## config.mk

```make
export PLATFORM = sky130hd
export DESIGN_NAME = regfile_alu_seq
export DESIGN_NICKNAME = d
export VERILOG_FILES = /design/src/rtl/regfile_alu_pkg.sv /design/src/rtl/regfile_alu_seq_alu_core.sv /design/src/rtl/regfile_alu_seq.sv
export SDC_FILE = /design/constraint.sdc
export NUM_CORES = 1
export LEC_CHECK = 0
export ABC_AREA = 1
export CAP_MARGIN = 20
export CORE_ASPECT_RATIO = 0.8
export CORE_MARGIN = 2
export CORE_UTILIZATION = 55
export DETAILED_ROUTE_END_ITERATION = 16
export PLACE_DENSITY_LB_ADDON = 0.15
export SYNTH_ARGS = -nofsm -noshare
export SYNTH_HDL_FRONTEND = slang
export SYNTH_SLANG_ARGS = --single-unit
```

## constraint.sdc

```tcl
create_clock -name clk -period 5.1 [get_ports clk]
set_input_delay 0.51 -clock clk [delete_from_list [all_inputs] [get_ports clk]]
set_output_delay 0.51 -clock clk [all_outputs]
set_load 0.005 [all_outputs]
```

## src/rtl/regfile_alu_pkg.sv

```systemverilog
// Shared definitions for the register-file / sequential-ALU block:
// operation encodings and controller state encoding.
package regfile_alu_pkg;

  localparam logic [1:0] OP_ADD = 2'b00;
  localparam logic [1:0] OP_SUB = 2'b01;
  localparam logic [1:0] OP_AND = 2'b10;
  localparam logic [1:0] OP_OR  = 2'b11;

  typedef enum logic [1:0] {
    S_IDLE = 2'd0,
    S_EXEC = 2'd1,
    S_WB   = 2'd2
  } state_e;

endpackage

```

## src/rtl/regfile_alu_seq_alu_core.sv

```systemverilog
// Combinational two-operand ALU; cout is carry for ADD, not-borrow for SUB,
// and 0 for the logic operations.
module alu_core
  import regfile_alu_pkg::*;
#(
  parameter int WIDTH = 8
) (
  input  logic [1:0]       op,
  input  logic [WIDTH-1:0] a,
  input  logic [WIDTH-1:0] b,
  output logic [WIDTH-1:0] y,
  output logic             cout
);

  logic [WIDTH:0] sum;

  always_comb begin
    sum  = '0;
    y    = '0;
    cout = 1'b0;
    case (op)
      OP_ADD: begin
        sum  = {1'b0, a} + {1'b0, b};
        y    = sum[WIDTH-1:0];
        cout = sum[WIDTH];
      end
      OP_SUB: begin
        // two's-complement subtract so the carry out reads as "no borrow"
        sum  = {1'b0, a} + {1'b0, ~b} + (WIDTH+1)'(1);
        y    = sum[WIDTH-1:0];
        cout = sum[WIDTH];
      end
      OP_AND: y = a & b;
      OP_OR:  y = a | b;
      default: y = '0;
    endcase
  end

endmodule

```

## src/rtl/regfile_alu_seq.sv

```systemverilog
// Register file with a three-cycle read/execute/write-back ALU controller.
// Single write port: the write-back slot always wins over an external write.
module regfile_alu_seq
  import regfile_alu_pkg::*;
#(
  parameter int WIDTH = 8,
  parameter int DEPTH = 8,
  localparam int AW   = $clog2(DEPTH)
) (
  input  logic             clk,
  input  logic             reset,
  input  logic             wr,
  input  logic [AW-1:0]    wr_addr,
  input  logic [WIDTH-1:0] d_in,
  output logic             wr_ack,
  input  logic [AW-1:0]    rd_addr_a,
  input  logic [AW-1:0]    rd_addr_b,
  output logic [WIDTH-1:0] d_out_a,
  output logic [WIDTH-1:0] d_out_b,
  input  logic             op_valid,
  output logic             op_ready,
  input  logic [1:0]       op,
  input  logic [AW-1:0]    src_a,
  input  logic [AW-1:0]    src_b,
  input  logic [AW-1:0]    dst,
  output logic             done,
  output logic [WIDTH-1:0] result,
  output logic             cout,
  output logic             zero,
  output state_e           state_o
);

  logic [WIDTH-1:0] mem_q [DEPTH];
  state_e           state_q, state_d;
  logic [1:0]       op_q;
  logic [AW-1:0]    dst_q;
  logic [WIDTH-1:0] opa_q, opb_q;
  logic [WIDTH-1:0] result_q;
  logic             cout_q, zero_q;
  logic [WIDTH-1:0] alu_y;
  logic             alu_cout;
  logic             wb_en;
  logic             accept;

  alu_core #(.WIDTH(WIDTH)) u_alu (
    .op   (op_q),
    .a    (opa_q),
    .b    (opb_q),
    .y    (alu_y),
    .cout (alu_cout)
  );

  // Handshake: an op transfers on the rising edge where op_valid && op_ready;
  // op_ready is high only in IDLE, and the requester holds its fields until then.
  assign accept   = op_valid && (state_q == S_IDLE);
  assign op_ready = (state_q == S_IDLE);
  assign wb_en    = (state_q == S_WB);
  assign done     = wb_en;
  assign wr_ack   = wr && !wb_en;
  assign d_out_a  = mem_q[rd_addr_a];
  assign d_out_b  = mem_q[rd_addr_b];
  assign result   = result_q;
  assign cout     = cout_q;
  assign zero     = zero_q;
  assign state_o  = state_q;

  always_comb begin
    state_d = state_q;
    case (state_q)
      S_IDLE:  if (op_valid) state_d = S_EXEC;
      S_EXEC:  state_d = S_WB;
      S_WB:    state_d = S_IDLE;
      default: state_d = S_IDLE;
    endcase
  end

  always_ff @(posedge clk) begin
    if (reset) begin
      state_q  <= S_IDLE;
      op_q     <= '0;
      dst_q    <= '0;
      opa_q    <= '0;
      opb_q    <= '0;
      result_q <= '0;
      cout_q   <= 1'b0;
      zero_q   <= 1'b0;
      for (int i = 0; i < DEPTH; i++) mem_q[i] <= '0;
    end else begin
      state_q <= state_d;
      // operands come from pre-edge contents, so a same-cycle external write is not seen
      if (accept) begin
        op_q  <= op;
        dst_q <= dst;
        opa_q <= mem_q[src_a];
        opb_q <= mem_q[src_b];
      end
      if (state_q == S_EXEC) begin
        result_q <= alu_y;
        cout_q   <= alu_cout;
        zero_q   <= (alu_y == '0);
      end
      if (wb_en) mem_q[dst_q] <= result_q;
      else if (wr) mem_q[wr_addr] <= d_in;
    end
  end

endmodule

```

==> metrics.cfg <==
[synthesis]
ys_top_cells_by_count=nor2_1, o21ai_0, nand2_1
synth.area.mux_share_pct=1.20
synthSimpleGateAreaFrac_pct=22.7
synth_seq_cells=97
yosys_warnings=0
syn_inst=939
synth_edf_count=64
synth_top_family_by_area=compound AO/OA/AOI/OAI gates
synth_top_cell_by_area=edfxtp_1
synth_xor_area_share_pct=0
syn_avg_cell_area_um2=7.32
synthArstFlopShare_pct=0
synth_nets=997
synth.distinct_cells=37
synthAdderAreaFrac_pct=4.95
synthTopCellsByArea=edfxtp_1, o21ai_0, dfxtp_1
synthFlopType=edfxtp_1
netlist_area_um2=6880
yosysMostFrequentCell=nor2_1
synth_top_cell_area_share_pct=27.9
yosysSeqAreaShare_pct=37.5
synth_compound_area_share_pct=25.3

[clocking]
path_clk_slew_ns=0.07
clk_path_buf_depth=2
cts_hold_buf=0
cts_sinks=97
numCtsBuffers=9
post_cts_buffers=0
cts_tree=done
cts_max_level=3
cts_root_buffer=clkbuf_16
clk-insertion-delay-late_ns=0.34
cts_resized=0

[sta]
hold_violations=0
fin_ws_ns=1.63
skew_ns=0.00858
finalCritPeriodShare_pct=68.1
slew_viol_final=0
setup_viol=0
slew_headroom_pct=26.5
worst_pin_slew_ns=1.10
fin_tns_setup_ns=0
layout_min_cycle_time_ns=3.47
fmax_mhz=288
rsz0062_at_grt=false

[finish]
seqCellArea_um2=2580
drive_gt1_share_pct=5.68
nFillCells=1060
area_delta_synth_final_pct=13.8
multiInputGateArea_um2=3720
fin_nets=1022
antenna_cells=0

[power_and_ir_drop]
vdd_drop_max_v=0.000191
powerDensity_nw_per_um2=267
power.leakage_nw=3.07

[drt]
routed_wl_mm=20.0
antenna_left=0
first_iter_violations=1147
vias=6663
wl_per_cell_um=17.6
drc_errors=0
via_per_inst=5.84
first_pass_iters=5

[worst_setup_path]
reg2reg_slack_ns=2.44
endpoint_kind=output pin
r2r_start=state_o[0]$_SDFFE_PP0P_
reg2reg_depth=5
r2r-end=opa_q[0]$_SDFFE_PP0P_
crit_fanout=32
cp.required_ns=4.59
start_kind=input pin
crit_type=in2out
crit_arrival_ns=2.96

[outcome]
status=completed

[global_routing]
grt_remaining_overflow=0
antenna_found_initial=0
grt_max_degree=58
grt_usage_pct=29.8
grt_pass1_vias=5465
grt_pass1_wl_mm=30.5

[min_path]
hold_depth=2
min_from=zero$_SDFFE_PP0N_
hold_path.class=reg2reg
whs_endpoint=zero$_SDFFE_PP0N_

[floorplanning]
die_w_um=129
start_util_pct=56.3
die_area_um2=13400
core_um2=12200
fp.dieH_um=104
rows=36
boundaryPins=63

[placed_design]
io_buffers=62
gp_congestion=0.971
place_ws_ns=1.42
dp.final_hpwl_mm=15.3

[flow_run]
drv_cap=0

-- worst max-delay path, cell delays in order --
cell and delay, ns:
clkdlybuf4s50_1 1.19, o21ai_0 0.19, o21ai_0 0.28, nor2_1 0.07
a31oi_1 0.19, clkdlybuf4s50_1 0.53
-- area by class of cell --
| cell class | instances | share of cell area (%) |
|---|---|---|
| inverters | 98 | 4.80 |
| clock inverters | 7 | 0.672 |
| repair buffers | 66 | 8.32 |
| multi-input cells | 692 | 47.6 |
| well taps | 171 | 2.73 |
| clock buffers | 9 | 2.88 |
| flip-flops and latches | 97 | 33.0 |
-- metal layers --
metal | share of wire [%] | up-vias | global-route usage, %
met5 | 0 | - | 0
met4 | 1.3 | 0 | 6.83
met3 | 14 | 20 | 7.92
met2 | 38 | 428 | 37.2
met1 | 46 | 2956 | 49.7
li1 | - | 3259 | -
-- how the worst max path moves through the flow --
stage / end / slack (ns) / startpoint / cells after the start
global placement: mem_q[6][0]$_SDFFCE_PN0P_ / 1.54 / reset / 10
floorplan: mem_q[2][0]$_SDFFCE_PN0P_ / 3.15 / wr / 10
detailed placement: mem_q[6][2]$_SDFFCE_PN0P_ / 1.42 / reset / 10
global route: d_out_a[6] / 1.46 / rd_addr_a[1] / 6
finish: d_out_b[4] / 1.63 / rd_addr_b[1] / 6
CTS: d_out_b[5] / 1.68 / rd_addr_b[1] / 6
-- through the flow --
stage	hold WS, ns	power, mW	cell area, µm²	util (%)	cells
floorplan	0.447	1.27	6880	-	939
global placement	0.465	1.45	7550	61.8	1124
detailed placement	0.466	1.46	7550	61.8	1124
CTS	0.476	2.08	7820	64.1	1140
global route	0.509	2.18	7820	64.1	1140
finish	0.473	2.09	7820	64.1	1140
-- registers in the layout, summed over array words and instances (netlist names) --
signal / cells
cout: 1
dst_q: 3
mem_q: 64
op_q: 2
opa_q: 8
opb_q: 8
result: 8
state_o: 2
zero: 1
-- power by group --
| group | switching, mW | internal (mW) |
|---|---|---|
| logic | 0.332 | 0.193 |
| registers | 0.0518 | 0.884 |
| clock network | 0.291 | 0.334 |
-- cells in the final DEF (no fill, tap or decap), types with 4 or more instances in the layout --
cell / count
a21oi_1: 93
a31oi_1: 16
buf_4: 4
clkbuf_16: 9
clkdlybuf4s50_1: 62
dfxtp_1: 33
edfxtp_1: 64
ha_1: 24
inv_1: 90
inv_2: 5
mux2i_2: 6
nand2_1: 127
nand2_4: 7
nand3_1: 48
nand3b_1: 4
nor2_1: 146
nor2_8: 4
o211ai_1: 48
o21ai_0: 142
o21ai_1: 5
-- kinds of logic (layout without fill, tap and decap cells) --
kind of cell    Yosys count  in the layout
simple gates            348            348
buf+inv                 150            180
flops                    97             97
compound gates          312            312
fa+ha+maj                26             26
mux                       6              6
Power figures use the tool's default switching activity.
